==> src/rtl/seg_pkg.sv <==
// Shared definitions for the multiplexed 7-segment scanner: special digit codes,
// the gfedcba pattern table, the scan state encoding and the snapshot reset value.
package seg_pkg;

  localparam logic [3:0] SEG_BLANK = 4'd10;
  localparam logic [3:0] SEG_DASH  = 4'd11;
  localparam logic [3:0] SEG_C     = 4'd12;
  localparam logic [3:0] SEG_E     = 4'd13;
  localparam logic [3:0] SEG_H     = 4'd14;
  localparam logic [3:0] SEG_U     = 4'd15;

  // Active-high gfedcba patterns, indexed by digit code.
  localparam logic [6:0] SEG_TABLE [16] = '{
    7'h3F, 7'h06, 7'h5B, 7'h4F, 7'h66, 7'h6D, 7'h7D, 7'h07,
    7'h7F, 7'h6F, 7'h00, 7'h40, 7'h39, 7'h79, 7'h76, 7'h3E
  };

  typedef enum logic [1:0] {
    IDLE,
    BLANK,
    SHOW
  } state_e;

  localparam logic [31:0] SNAP_RST = {SEG_U, {7{SEG_BLANK}}};

endpackage

==> src/rtl/seg_decode.sv <==
// Combinational digit-code to active-high gfedcba segment lookup.
module seg_decode
  import seg_pkg::*;
(
  input  logic [3:0] code_i,
  output logic [6:0] seg_o
);

  assign seg_o = SEG_TABLE[code_i];

endmodule

==> src/rtl/seg_scan.sv <==
// Eight-digit multiplexed 7-segment driver: snapshots dsp_data once per frame and
// scans one digit per dwell, with a leading blank gap to suppress ghosting.
module seg_scan
  import seg_pkg::*;
#(
  parameter logic [27:0] SYS_CLK     = 28'd50_000_000,
  parameter logic [27:0] DIGIT_HZ    = 28'd8_000,
  parameter int          BLANK_CYC   = 16,
  parameter bit          SEG_ACT_LOW = 1'b1,
  parameter bit          SEL_ACT_LOW = 1'b1
) (
  input  logic        seg_clk,
  input  logic        seg_rst,
  input  logic        dsp_en,
  input  logic [31:0] dsp_data,
  input  logic [7:0]  dsp_dp,
  output logic [7:0]  seg_sel,
  output logic [7:0]  seg_led,
  output logic        frame_done
);

  localparam int              DWELL     = int'(SYS_CLK / DIGIT_HZ);
  localparam int              CNT_W     = $clog2(DWELL);
  localparam logic [CNT_W-1:0] BLANK_END = CNT_W'(BLANK_CYC - 1);
  localparam logic [CNT_W-1:0] DWELL_END = CNT_W'(DWELL - 1);
  localparam logic [CNT_W-1:0] CNT_ONE   = CNT_W'(1);
  localparam logic [7:0]      SEG_OFF   = SEG_ACT_LOW ? 8'hFF : 8'h00;
  localparam logic [7:0]      SEL_OFF   = SEL_ACT_LOW ? 8'hFF : 8'h00;

  state_e           state_q, state_d;
  logic [CNT_W-1:0] cnt_q, cnt_d;
  logic [2:0]       idx_q, idx_d;
  logic [31:0]      snap_data_q, snap_data_d;
  logic [7:0]       snap_dp_q, snap_dp_d;
  logic [7:0]       seg_sel_q, seg_sel_d;
  logic [7:0]       seg_led_q, seg_led_d;
  logic             frame_done_q, frame_done_d;

  logic             wrap;
  logic             show;
  logic [3:0]       nibble;
  logic [6:0]       seg_pat;
  logic [7:0]       sel_raw;
  logic [7:0]       led_raw;

  assign wrap = (state_q == SHOW) && (cnt_q == DWELL_END) && (idx_q == 3'd7);

  // NOTE: every signal gets a default at the top of the block so no path leaves
  // it unassigned; a missing default here would infer a latch.
  always_comb begin
    state_d     = state_q;
    cnt_d       = cnt_q;
    idx_d       = idx_q;
    snap_data_d = snap_data_q;
    snap_dp_d   = snap_dp_q;

    case (state_q)
      IDLE: begin
        if (dsp_en) begin
          state_d     = BLANK;
          cnt_d       = '0;
          idx_d       = '0;
          snap_data_d = dsp_data;
          snap_dp_d   = dsp_dp;
        end
      end
      BLANK: begin
        cnt_d = cnt_q + CNT_ONE;
        if (cnt_q == BLANK_END) begin
          state_d = SHOW;
        end
      end
      SHOW: begin
        if (cnt_q == DWELL_END) begin
          cnt_d   = '0;
          state_d = BLANK;
          if (idx_q == 3'd7) begin
            idx_d       = '0;
            snap_data_d = dsp_data;
            snap_dp_d   = dsp_dp;
          end else begin
            idx_d = idx_q + 3'd1;
          end
        end else begin
          cnt_d = cnt_q + CNT_ONE;
        end
      end
      default: state_d = IDLE;
    endcase

    // Disable overrides scanning, but a coincident frame wrap still reloads the
    // snapshot and still reports frame_done.
    if (!dsp_en) begin
      state_d = IDLE;
      cnt_d   = '0;
      idx_d   = '0;
    end
  end

  assign nibble = snap_data_q[{idx_q, 2'b00} +: 4];

  seg_decode u_decode (
    .code_i (nibble),
    .seg_o  (seg_pat)
  );

  assign show         = (state_q == SHOW);
  assign sel_raw      = show ? (8'b0000_0001 << idx_q) : 8'h00;
  assign led_raw      = show ? {snap_dp_q[idx_q], seg_pat} : 8'h00;
  assign seg_sel_d    = sel_raw ^ SEL_OFF;
  assign seg_led_d    = led_raw ^ SEG_OFF;
  assign frame_done_d = wrap;

  // NOTE: sequential state uses non-blocking assignments only, so every register
  // samples the pre-edge values regardless of statement order. The snapshot is a
  // plain register and takes a defined reset value like the rest of the state.
  always_ff @(posedge seg_clk) begin
    if (seg_rst) begin
      state_q      <= IDLE;
      cnt_q        <= '0;
      idx_q        <= '0;
      snap_data_q  <= SNAP_RST;
      snap_dp_q    <= 8'h00;
      seg_sel_q    <= SEL_OFF;
      seg_led_q    <= SEG_OFF;
      frame_done_q <= 1'b0;
    end else begin
      state_q      <= state_d;
      cnt_q        <= cnt_d;
      idx_q        <= idx_d;
      snap_data_q  <= snap_data_d;
      snap_dp_q    <= snap_dp_d;
      seg_sel_q    <= seg_sel_d;
      seg_led_q    <= seg_led_d;
      frame_done_q <= frame_done_d;
    end
  end

  assign seg_sel    = seg_sel_q;
  assign seg_led    = seg_led_q;
  assign frame_done = frame_done_q;

endmodule

==> config.mk <==
export PLATFORM = sky130hd
export DESIGN_NAME = seg_scan
export DESIGN_NICKNAME = d
export VERILOG_FILES = /design/src/rtl/seg_pkg.sv /design/src/rtl/seg_decode.sv /design/src/rtl/seg_scan.sv
export SDC_FILE = /design/constraint.sdc
export NUM_CORES = 1
export LEC_CHECK = 0
export CELL_PAD_IN_SITES_DETAIL_PLACEMENT = 1
export CELL_PAD_IN_SITES_GLOBAL_PLACEMENT = 2
export CORE_MARGIN = 2
export CORE_UTILIZATION = 43
export DETAILED_ROUTE_END_ITERATION = 8
export DONT_BUFFER_PORTS = 1
export GPL_TIMING_DRIVEN = 0
export PLACE_DENSITY = 0.91
export SYNTH_ARGS = -nofsm -noshare
export SYNTH_HDL_FRONTEND = slang
export SYNTH_SLANG_ARGS = --single-unit
==> constraint.sdc <==
create_clock -name seg_clk -period 6.21 [get_ports seg_clk]
set_input_delay 0.3105 -clock seg_clk [delete_from_list [all_inputs] [get_ports seg_clk]]
set_output_delay 0.3105 -clock seg_clk [all_outputs]
set_load 0.1 [all_outputs]
; ---- Yosys cells after proc, flatten, opt, wreduce, memory -nomap -nowiden
; Memory sizes are Yosys's and may differ from the RTL's.
; Cells that the tools add are included.
[word_totals]
reg_bits = 75
rom_bits = 112
in_bits = 43
out_inout_bits = 17
word_cells = 59
n_memories = 1
[memory_table]
columns = memory, depth, width, read_ports, rd_clocked_by_memory_dff, write_ports, line_no
row1 = (no name shown), 16, 7, 1, 0, 0, seg_decode.sv:9  ; assign seg_o = SEG_TABLE[code_i];
[op_classes]
addsub = 2
n_lt_le_gt_ge = 2
n_eq_ne = 9
n_shift = 2
mux = 22
bitwise_logic = 4
n_reduce_logical = 9
[ops]
columns = op, n
row1 = 32-bit 2-to-1 mux, 3
row2 = 32-bit case mux with 2 select lines, 1
row3 = 8-bit 2-to-1 mux, 5
row4 = 13-bit case mux with 3 select lines, 1
row5 = 32-bit by 6-bit variable part select with 4-bit output, 1
row6 = 8-bit inverter, 2
row7 = 8-bit case mux with 2 select lines, 1
row8 = 7-bit 2-to-1 mux, 2
row9 = "13-bit by 1-bit adder with 13-bit output, second input constant", 1
row10 = "13-bit equality test, second input constant", 1
row11 = "13-bit by 4-bit equality test with 1-bit output, second input constant", 1
row12 = 13-bit 2-to-1 mux, 1
row13 = "1-bit by 3-bit left shift with 8-bit output, first input constant", 1
row14 = 3-bit 2-to-1 mux, 2
row15 = 2-bit case mux with 3 select lines, 1
row16 = 3-bit case mux with 2 select lines, 1
row17 = "5-bit >= comparator, second input constant", 1
row18 = 4-bit inverter with 5-bit output, 1
row19 = "3-bit by 4-bit less-than comparator with 1-bit output, second input constant", 1
row20 = 2-bit 2-to-1 mux, 2
row21 = "2-bit by 1-bit != test with 1-bit output, second input constant", 2
row22 = "2-bit != test, second input constant", 2
row23 = 2-bit AND reduction, 2
row24 = 4-bit AND reduction, 1
row25 = 12 further kinds, 13

; ---- Depth between registers and ports, before layout
; Gate-level depths: netlist (run 1).
[depth]
depth_word = 7
ltp_mapped = 8
ltp_nobuf = 7

; ---- By module
; Synthesis (run 1) repeated with hierarchy kept, for this count alone.
[unflattened]
cells_unflattened = 388
hier_area_um2 = 3662.3
[by_module_without_submodules]
columns = module, instances, cells_each, area_per_inst_um2, seq_area_each_um2
row1 = seg_scan, 1, 357, 3384.5, 1501.4
row2 = seg_decode, 1, 31, 277.8, 0.0

; ---- Worst setup path after synthesis (run 1)
; OpenSTA, ideal clock, no wires.
[synth_timing]
kind = register to register
from = reg idx_q[0]
to = reg seg_led_q[1] (netlist: seg_led[1])
setup_time_ps = 83
arrival_ps = 2220
required_time_ps = 6127
setup_slack_ps = 3907
path_stages_with_launch = 7
n_path_buf = 2
synth_period_minus_slack_ps = 2303
cell_sequence = dfxtp_1 -> buf_2 -> mux4_2 -> mux2i_1 -> clkbuf_1 -> ha_1 -> o221ai_1
[synth_between]
elab_chain_len = 7
[synth_rtl]
columns = element, line_no
row1 = from (decl), seg_scan.sv:32  ; logic [2:0] idx_q, idx_d;
row2 = from (signal assigned), seg_scan.sv:130  ; idx_q <= idx_d;
row3 = 32-bit by 6-bit variable part select with 4-bit output, seg_scan.sv:100  ; assign nibble = snap_data_q[{idx_q, 2'b00} +: 4];
row4 = 4-bit inverter with 5-bit output (implied by the code), seg_decode.sv:9
row5 = memory read 16 x 7 bit, --
row6 = 7-bit 2-to-1 mux (implied by the code) (2 in series), seg_decode.sv:9
row7 = 8-bit 2-to-1 mux, seg_scan.sv:109  ; assign led_raw = show ? {snap_dp_q[idx_q], seg_pat} : 8'h00;
row8 = 8-bit inverter (no line), --
row9 = to (signal assigned), seg_scan.sv:134  ; seg_led_q <= seg_led_d;
row10 = to (decl), seg_scan.sv:36  ; logic [7:0] seg_led_q, seg_led_d;
; Every way passes these cells. The select of a mux whose other input is x is not followed.
; A chain may end at the register's enable or synchronous reset.

; ---- Worst setup path in the final report (run 1)
[layout_timing]
from = reg idx_q[0]
to = reg seg_led_q[6] (netlist: seg_led[6])
; The elaborated chain is that of the path after synthesis.

==> results of run 1 <==
-- worst paths after layout --
check,slack [ns],to,cells after the start
worst max-delay path,3.37,seg_led[6],7
worst min-delay path,0.1,snap_data_q[26],2
worst max register to register,3.37,seg_led[6],7
worst min register to register,0.52,cnt_q[8],2
-- registers in the layout, indices dropped and copies added, names as in the netlist --
name	count
snap_dp_q	8
snap_data_q	32
seg_sel	8
seg_led	8
idx_q	3
state_q	2
cnt_q	13
frame_done	1
-- power groups by stage --
stage / Clock (mW) / Combinational (mW) / Sequential [mW]
2_1_floorplan: 0 / 0.0971 / 0.520
3_3_place_gp: 0 / 0.115 / 0.524
3_5_place_dp: 0 / 0.119 / 0.525
4_1_cts: 0.405 / 0.120 / 0.514
5_1_grt: 0.430 / 0.131 / 0.517
6_report: 0.400 / 0.119 / 0.514
-- per-stage QoR --
step / setup WS [ns] / hold slack (ns) / instance area [µm²]
4_1_cts: 3.309 / 0.09303 / 4313
3_3_place_gp: 3.405 / 0.4709 / 4103
5_1_grt: 3.190 / 0.09870 / 4315
2_1_floorplan: 3.907 / 0.4587 / 3964
6_report: 3.367 / 0.09984 / 4318
3_5_place_dp: 3.331 / 0.4769 / 4103
-- synthesized netlist by cell type, drive strengths merged, types with 9 or more instances --
library cell / count / share of area (%)
dfxtp: 75 / 38
nor2: 48 / 4.5
mux2i: 45 / 11
or2b: 37 / 8.0
nand2: 30 / 2.8
ha: 20 / 6.3
nand3: 17 / 2.1
clkbuf: 14 / 1.6
o21ai: 14 / 1.9
a21oi: 12 / 1.6
inv: 12 / 1.1
mux4: 10 / 5.7
nand2b: 9 / 1.4
-- critical path, stage by stage (launching register included) --
cell and delay (ns):
dfxtp_1 0.59, buf_2 0.40, mux4_2 0.57, mux2i_1 0.34, inv_1 0.21, ha_1 0.26, a211oi_1 0.22, o21ai_0 0.12
-- per-layer routing --
metal	GRT usage (%)	vias to the layer above	wire, µm
met4	7.482	0	201
met3	5.153	17	358
met1	25.99	1482	4415
met5	0	-	0
met2	31.08	56	4469
li1	-	1442	-
-- cell families (layout without fill, tap and decap cells) --
kind of cell,count (synthesis),after routing,synth area share [%]
simple gates,172,172,25.25
flops,75,75,37.88
mux,56,56,17.33
compound gates,47,47,8.018
buf+inv,36,52,5.208
fa+ha+maj,20,20,6.313
other cells,0,2,0
-- layout make-up --
| cell class | count | area, µm² | share of cell area, % |
|---|---|---|---|
| clock inverter | 6 | 72.57 | 1.681 |
| sequential | 75 | 1501 | 34.77 |
| inverter | 12 | 45.04 | 1.043 |
| tap | 111 | 138.9 | 3.216 |
| buffer | 24 | 161.4 | 3.738 |
| multi-input combinational | 295 | 2256 | 52.25 |
| clock buffer | 10 | 137.6 | 3.187 |
| antenna | 2 | 5.005 | 0.1159 |
==> results.yml, run 1 <==
sta:
  slew_viol_final: 0
  rsz0062_at_grt: "false"
  relSlewSlack_pct: 37.30
  clock_skew_ns: 0.01094
  tightest_slew_ns: 0.9392
  period_share_pct: 45.79
  finalCriticalPeriod_ns: 2.843
  fin_setup_tns_ns: 0
  clock.fmax_mhz: 351.7
  setup_viol: 0
  hold_viol: 0
critical_path:
  endpoint_kind: "flip-flop"
  cp.arrival_ns: 3.07
  crit_type: "reg -> reg"
  crit_fanout: 10
  critPathRequiredTime_ns: 6.44
  critPathLaunch: "idx_q[0]"
  critPathLaunchType: "flip-flop"
  regToRegStartpoint: "idx_q[0]"
min_path:
  hp-class: "in -> reg"
  hp-start: "dsp_data[26]"
grt:
  grt.total_usage_pct: 19.70
  grt_max_degree: 15
  grt_pass1_wl_mm: 15.38
  grt_remaining_overflow: 0
  grt_pass1_vias: 2994
  antenna_found_initial: 2
drt:
  drt_iter0_drc: 91
  ant_nets: 0
  drt-wirelength-per-cell_um: 17.65
  drt_pre_antenna_iters: 4
  wl_mm: 9.444
  remaining_drc_errors: 0
  via_count: 2997
  vias_per_cell: 5.602
yosys:
  synth-edff-count: 0
  ys_seq_elements: 75
  ys_warn_count: 0
  async_flop_share_pct: 0
  syn_inst: 406
  avgSynthCellArea_um2: 9.763
  ys.flop_type: "dfxtp_1"
  syn_nets: 469
  ys_seq_area_share_pct: 37.88
  synth_area_um2: 3964
  synth_cell_types: 53
flow_run:
  cap_violations: 0
floorplan:
  initial_core_util_pct: 43.52
  io_pins: 60
  die_area_um2: 10000
  fp.dieW_um: 100.0
  fp.coreArea_um2: 9109
  rows: 35
  die_h_um: 100.0
power:
  clock_power_share_pct: 38.7
  total_power_mw: 1.034
  pwr_density_cell_nw_per_um2: 239.4
  p_sw_uw: 272.6
  p_int_uw: 761.0
  share_seq_of_total_power_pct: 49.7
  combPwrFrac_pct: 11.5
  p_leak_nw: 1.662
  vdd_drop_max_uv: 101.7
  p_sw_share_pct: 26.37
layout:
  fin_cells: 535
  nets: 480
  final_common_cell: "dfxtp_1"
  final_core_util_pct: 47.40
  syn2layout_area_growth_pct: 8.933
  drive_above_1_share_pct: 17.30
  mostFrequentLayoutCells: "75 x dfxtp_1, 48 x nor2_1, 45 x mux2i_1"
  nFillCells: 1025
clock_tree:
  clk_pin_slew_ns: 0.08
  cts_tree: "yes"
  clock-root-buffer: "clkbuf_8"
  clk_latency_ns: 0.36
  cts_hold_buffers: 0
  cts_buffer_depth: 2
  cts_resized: 0
  htree_levels: 3
  cts.sinks: 75
  cts_buffers: 9
  cts_setup_buffers: 0
outcome:
  status: "completed"
place:
  dp_hpwl_mm: 6.960
  dpl.cell_count: 517
  gp_congestion: 0.8296
  portBuffers: 0
(Power assumes the default switching activity.)
==> run 2: changes to the inputs <==
--- a/config.mk
+++ b/config.mk
@@ -8,11 +8,11 @@
 export CELL_PAD_IN_SITES_DETAIL_PLACEMENT = 1
 export CELL_PAD_IN_SITES_GLOBAL_PLACEMENT = 2
 export CORE_MARGIN = 2
-export CORE_UTILIZATION = 43
+export CORE_UTILIZATION = 36
 export DETAILED_ROUTE_END_ITERATION = 8
 export DONT_BUFFER_PORTS = 1
 export GPL_TIMING_DRIVEN = 0
-export PLACE_DENSITY = 0.91
+export PLACE_DENSITY = 0.82
 export SYNTH_ARGS = -nofsm -noshare
 export SYNTH_HDL_FRONTEND = slang
 export SYNTH_SLANG_ARGS = --single-unit
==> constraint.sdc (replaced) <==
create_clock -name seg_clk -period 2.5 [get_ports seg_clk]
set_input_delay 0.125 -clock seg_clk [delete_from_list [all_inputs] [get_ports seg_clk]]
set_output_delay 0.125 -clock seg_clk [all_outputs]
set_load 0.1 [all_outputs]
==> run 2 against run 1 <==
  * Count of clock-buffer cells in the layout increased by 3
  * Worst setup slack got worse by 3.3 ns
  * Total power rose to 2.6 times the previous value
  * Largest cell class unchanged
  * Cell count increased by 12%
  * Sequential power is 150% higher
  * Sequential share of layout area is 3.3 points lower
  * Routed wire length up 10%
  * Global-route usage is 0.81 points lower
  * Non-clock buffer count up 37
==> results.yml, run 2 (synthesis results as in run 1) <==
layout:
  largestRegisters: "snap_data_q x32, cnt_q x13"
  mostFrequentLayoutCells: "74 x dfxtp_1, 48 x nor2_1, 43 x mux2i_1"
  final_common_cell: "dfxtp_1"
  top_register: "snap_data_q"
  drive_above_1_share_pct: 17.21
  largest_register_ffs: 32
  finalInstanceArea_um2: 4768
  insertedDiodeCount: 0
  final_core_util_pct: 44.18
  fin_cells: 599
  syn2layout_area_growth_pct: 20.30
  nets: 517
floorplan:
  rows: 38
  fp.coreArea_um2: 10790
  initial_core_util_pct: 36.73
  die_area_um2: 11870
  die_h_um: 108.9
  fp.dieW_um: 108.9
  io_pins: 60
place:
  place_ws_ns: -0.3631
  dpl.cell_count: 546
  post_dp_cell_area_um2: 4139
  dp_hpwl_mm: 7.165
  portBuffers: 0
  gp_congestion: 0.8197
power:
  p_int_mw: 2.080
  p_leak_nw: 1.830
  pwr_density_cell_nw_per_um2: 573.9
  clock_power_share_pct: 40.5
  vdd_drop_max_uv: 293.3
  p_sw_uw: 656.3
  combPwrFrac_pct: 12.9
  share_seq_of_total_power_pct: 46.6
  total_power_mw: 2.736
  p_sw_share_pct: 23.98
critical_path:
  cp.arrival_ns: 2.67
  endpoint_kind: "flip-flop"
  crit_fanout: 10
  crit_type: "reg -> reg"
  critPathRequiredTime_ns: 2.77
  critPathLaunchType: "flip-flop"
  cp_cell_sequence: "or4_4, nor4_4, a21oi_2, nor3_4, buf_8, mux2i_1"
  reg2reg_to: "snap_data_q[13]"
  slowest_delay_ns: 0.61
  r2r_cells: 6
  regToRegStartpoint: "cnt_q[7]"
  critical-path-slowest-cell: "or4_4"
  r2r_slack_ns: 0.1
outcome:
  status: "completed"
clock_tree:
  clk_latency_ns: 0.36
  clk_pin_slew_ns: 0.08
  cts.sinks: 75
  clock-root-buffer: "clkbuf_8"
  cts_tree: "yes"
  cts_buffer_depth: 2
  cts_buffers: 9
  htree_levels: 3
sta:
  period_share_pct: 96.01
  clock.fmax_mhz: 416.6
  final.setup.worst_slack_ns: 0.09984
  clock_skew_ns: 0.009373
  relSlewSlack_pct: 35.37
  setup_viol: 0
  tightest_slew_ns: 0.9681
  hold_viol: 0
  finalCriticalPeriod_ns: 2.400
  rsz0062_at_grt: "false"
  slew_viol_final: 0
  fin_setup_tns_ns: 0
  hold_slack_ns: 0.01040
drt:
  remaining_drc_errors: 0
  vias_per_cell: 5.152
  drt_pre_antenna_iters: 4
  wl_mm: 10.38
  via_count: 3086
  drt-wirelength-per-cell_um: 17.34
  drt_iter0_drc: 167
  ant_nets: 0
min_path:
  hp-class: "in -> reg"
  hold_path_depth: 2
  hp-start: "dsp_data[14]"
  min_to: "snap_data_q[14]"
grt:
  met2_usage_pct: 33.27
  grt_remaining_overflow: 0
  grt.met1_usage_pct: 22.44
  grt_pass1_vias: 3321
  grt_pass1_wl_mm: 17.13
  busiest_layer: "met2"
  met3_usage_pct: 4.483
  grt.total_usage_pct: 18.89
  antenna_found_initial: 0
  grt_max_degree: 13
flow_run:
  cap_violations: 0
-- run 2: cell count changes in the layout (fill, tap and decap cells not counted), moves of 2 or more --
cell | before | now
clkbuf_8 | 11 | 13
mux2i_2 | 0 | 2
mux2i_1 | 45 | 43
diode_2 | 2 | 0
dlygate4sd3_1 | 0 | 37
clkinv_4 | 3 | 1
-- run 2: final cells by class --
class	count	area (µm²)
Buffer	24	170.2
Clock inverter	3	68.82
Multi-Input combinational cell	295	2267
Fill cell	1204	6025
Tap cell	140	175.2
Inverter	12	45.04
Timing Repair Buffer	37	370.4
Clock buffer	13	168.9
Sequential cell	75	1503
-- run 2: how the worst max path moves through the flow --
stage | from | endpoint | slack (ns) | cells past startpoint
6_report | cnt_q[7] | snap_data_q[13] | 0.1 | 6
3_5_place_dp | idx_q[0] | seg_led[1] | -0.36 | 6
4_1_cts | idx_q[0] | seg_led[1] | 0.0006 | 6
5_1_grt | cnt_q[7] | snap_data_q[13] | 0.0008 | 6
2_1_floorplan | idx_q[0] | seg_led[1] | 0.20 | 6
3_3_place_gp | idx_q[0] | seg_led[1] | -0.34 | 6
-- run 2: power by group through the flow --
stage	Combinational (mW)	Sequential, mW	Clock [mW]
4_1_cts	0.353	1.27	1.13
5_1_grt	0.387	1.28	1.19
6_report	0.353	1.28	1.11
2_1_floorplan	0.241	1.29	0
3_5_place_dp	0.303	1.30	0
3_3_place_gp	0.291	1.30	0
-- run 2: per-layer routing --
layer / part of all wire [%] / routed length (µm)
met5: 0 / 0
met4: 1.5 / 154
met3: 3.2 / 336
met2: 50 / 5240
met1: 45 / 4653
-- run 2: repair_timing --
action,in CTS,in global routing
endpoints found under the setup margin,7,5
hold buffers,36,1
buffers inserted,0,0
endpoints found under the hold margin,36,1
pin swaps,0,0
gates resized for setup,5,4
-- run 2: critical path: cells and delay by family, from the launching register on --
family | cells | cell delay (ns)
AO/OA/AOI/OAI | 1 | 0.12
multiplexers | 1 | 0.25
AND/OR/NAND/NOR | 3 | 1.35
flip-flops | 1 | 0.36
buffers and inverters | 1 | 0.22
==> run 3: changes to the inputs <==
--- a/config.mk
+++ b/config.mk
@@ -12,6 +12,7 @@
 export DETAILED_ROUTE_END_ITERATION = 8
 export DONT_BUFFER_PORTS = 1
 export GPL_TIMING_DRIVEN = 0
+export MAX_ROUTING_LAYER = met4
 export PLACE_DENSITY = 0.82
 export SYNTH_ARGS = -nofsm -noshare
 export SYNTH_HDL_FRONTEND = slang
==> run 3 against run 2 <==
  * Clock skew increased by 0.0015 ns
  * Routed wire length about the same
  * Combinational power barely moved
  * Largest power group unchanged
  * Clock power about the same
  * Via count increased by 0.19%
  * Sequential share of layout area is the same
  * Cell count unchanged
  * Design area unchanged
  * Critical path depth unchanged
==> results.yml, run 3 (synthesis results as in run 1) <==
outcome:
  status: "completed"
grt:
  grt_remaining_overflow: 0
  grt.met1_usage_pct: 22.84
  grt_pass1_wl_mm: 17.15
  met2_usage_pct: 33.19
  grt.total_usage_pct: 19.51
  antenna_found_initial: 0
  grt_max_degree: 13
  busiest_layer: "met2"
  grt_pass1_vias: 3322
  met3_usage_pct: 4.304
layout:
  largestRegisters: "snap_data_q x32, cnt_q x13"
  insertedDiodeCount: 0
  syn2layout_area_growth_pct: 20.30
  nets: 517
  final_common_cell: "dfxtp_1"
  nFillCells: 1204
  mostFrequentLayoutCells: "74 x dfxtp_1, 48 x nor2_1, 43 x mux2i_1"
  multi_input_area_um2: 2267
  final_core_util_pct: 44.18
  seqCellArea_um2: 1503
  top_register: "snap_data_q"
  largest_register_ffs: 32
  drive_above_1_share_pct: 17.21
clock_tree:
  cts.sinks: 75
  cts_setup_buffers: 0
  clk_latency_ns: 0.36
  clock-root-buffer: "clkbuf_8"
  htree_levels: 3
  cts_tree: "yes"
  cts_buffer_depth: 2
  clk_pin_slew_ns: 0.08
  cts_buffers: 9
critical_path:
  critPathRequiredTime_ns: 2.77
  cp.arrival_ns: 2.67
  cp_cell_sequence: "or4_4, nor4_4, a21oi_2, nor3_4, buf_8, mux2i_1"
  critPathLaunchType: "flip-flop"
  slowest_delay_ns: 0.61
  crit_fanout: 10
  endpoint_kind: "flip-flop"
  crit_type: "reg -> reg"
  critical-path-slowest-cell: "or4_4"
drt:
  drt_pre_antenna_iters: 4
  vias_per_cell: 5.162
  remaining_drc_errors: 0
  drt-wirelength-per-cell_um: 17.33
  ant_nets: 0
  wl_mm: 10.38
  via_count: 3092
  drt_iter0_drc: 170
power:
  p_leak_nw: 1.830
  pwr_density_cell_nw_per_um2: 574.3
  vdd_drop_max_uv: 293.1
  total_power_mw: 2.738
sta:
  finalCriticalPeriod_ns: 2.397
  setup_viol: 0
  period_share_pct: 95.89
  clock_skew_ns: 0.01086
  tightest_slew_ns: 0.9681
  hold_viol: 0
  slew_viol_final: 0
  clock.fmax_mhz: 417.1
  relSlewSlack_pct: 35.37
  hold_slack_ns: 0.009503
  rsz0062_at_grt: "false"
place:
  portBuffers: 0
  gp_congestion: 0.8319
  dp_hpwl_mm: 7.165
floorplan:
  die_area_um2: 11870
  io_pins: 60
  initial_core_util_pct: 36.73
  fp.coreArea_um2: 10790
  rows: 38
  fp.dieW_um: 108.9
  die_h_um: 108.9
flow_run:
  cap_violations: 0
min_path:
  hp-class: "in -> reg"
-- run 3: area by class of cell --
cell class / count / share of cell area [%]
Inverter: 12 / 0.9446
Multi-Input combinational cell: 295 / 47.55
Buffer: 24 / 3.569
Timing Repair Buffer: 37 / 7.767
Tap cell: 140 / 3.674
Clock buffer: 13 / 3.542
Sequential cell: 75 / 31.51
Clock inverter: 3 / 1.443
-- run 3: worst paths after layout --
check,endpoint,cells after the start,slack [ns],start
setup reg to reg,snap_data_q[13],6,0.10,cnt_q[7]
setup / recovery,snap_data_q[13],6,0.10,cnt_q[7]
hold reg to reg,cnt_q[8],2,0.51,cnt_q[8]
hold / removal,snap_data_q[14],2,0.01,dsp_data[14]
-- run 3: repair_timing --
action,in CTS,in global routing
setup endpoints to repair,7,5
hold buffers,36,1
cloned,0,0
endpoints found under the hold margin,36,1
resized for setup,5,4
-- run 3: critical path: cells and delay by family (launching register included) --
family | cells | cell delay (ns)
AND/OR/NAND/NOR | 3 | 1.35
flip-flops | 1 | 0.36
multiplexers | 1 | 0.24
buffers and inverters | 1 | 0.22
AO/OA/AOI/OAI | 1 | 0.12
-- run 3: power by group --
| part | switching [mW] | internal [mW] | leakage [nW] |
|---|---|---|---|
| clock | 0.463 | 0.647 | 0.120 |
| combinational | 0.167 | 0.185 | 1.10 |
| sequential | 0.0279 | 1.25 | 0.614 |
| total | 0.658 | 2.08 | 1.83 |
-- run 3: stage by stage --
| stage | setup slack, ns | cell area, µm² | TNS, ns | instances |
|---|---|---|---|---|
| 2_1_floorplan | 0.1968 | 3964 | 0 | 406 |
| 3_3_place_gp | -0.3422 | 4139 | -1.709 | 546 |
| 3_5_place_dp | -0.3631 | 4139 | -1.830 | 546 |
| 4_1_cts | 0.0006459 | 4747 | 0 | 598 |
| 5_1_grt | 0.0006803 | 4768 | 0 | 599 |
| 6_report | 0.1026 | 4768 | 0 | 599 |
-- run 3: metal layers --
layer / up-vias / routed length (µm)
li1: 1510 / -
met1: 1502 / 4645
met2: 67 / 5224
met3: 13 / 352
met4: 0 / 157
met5: - / 0
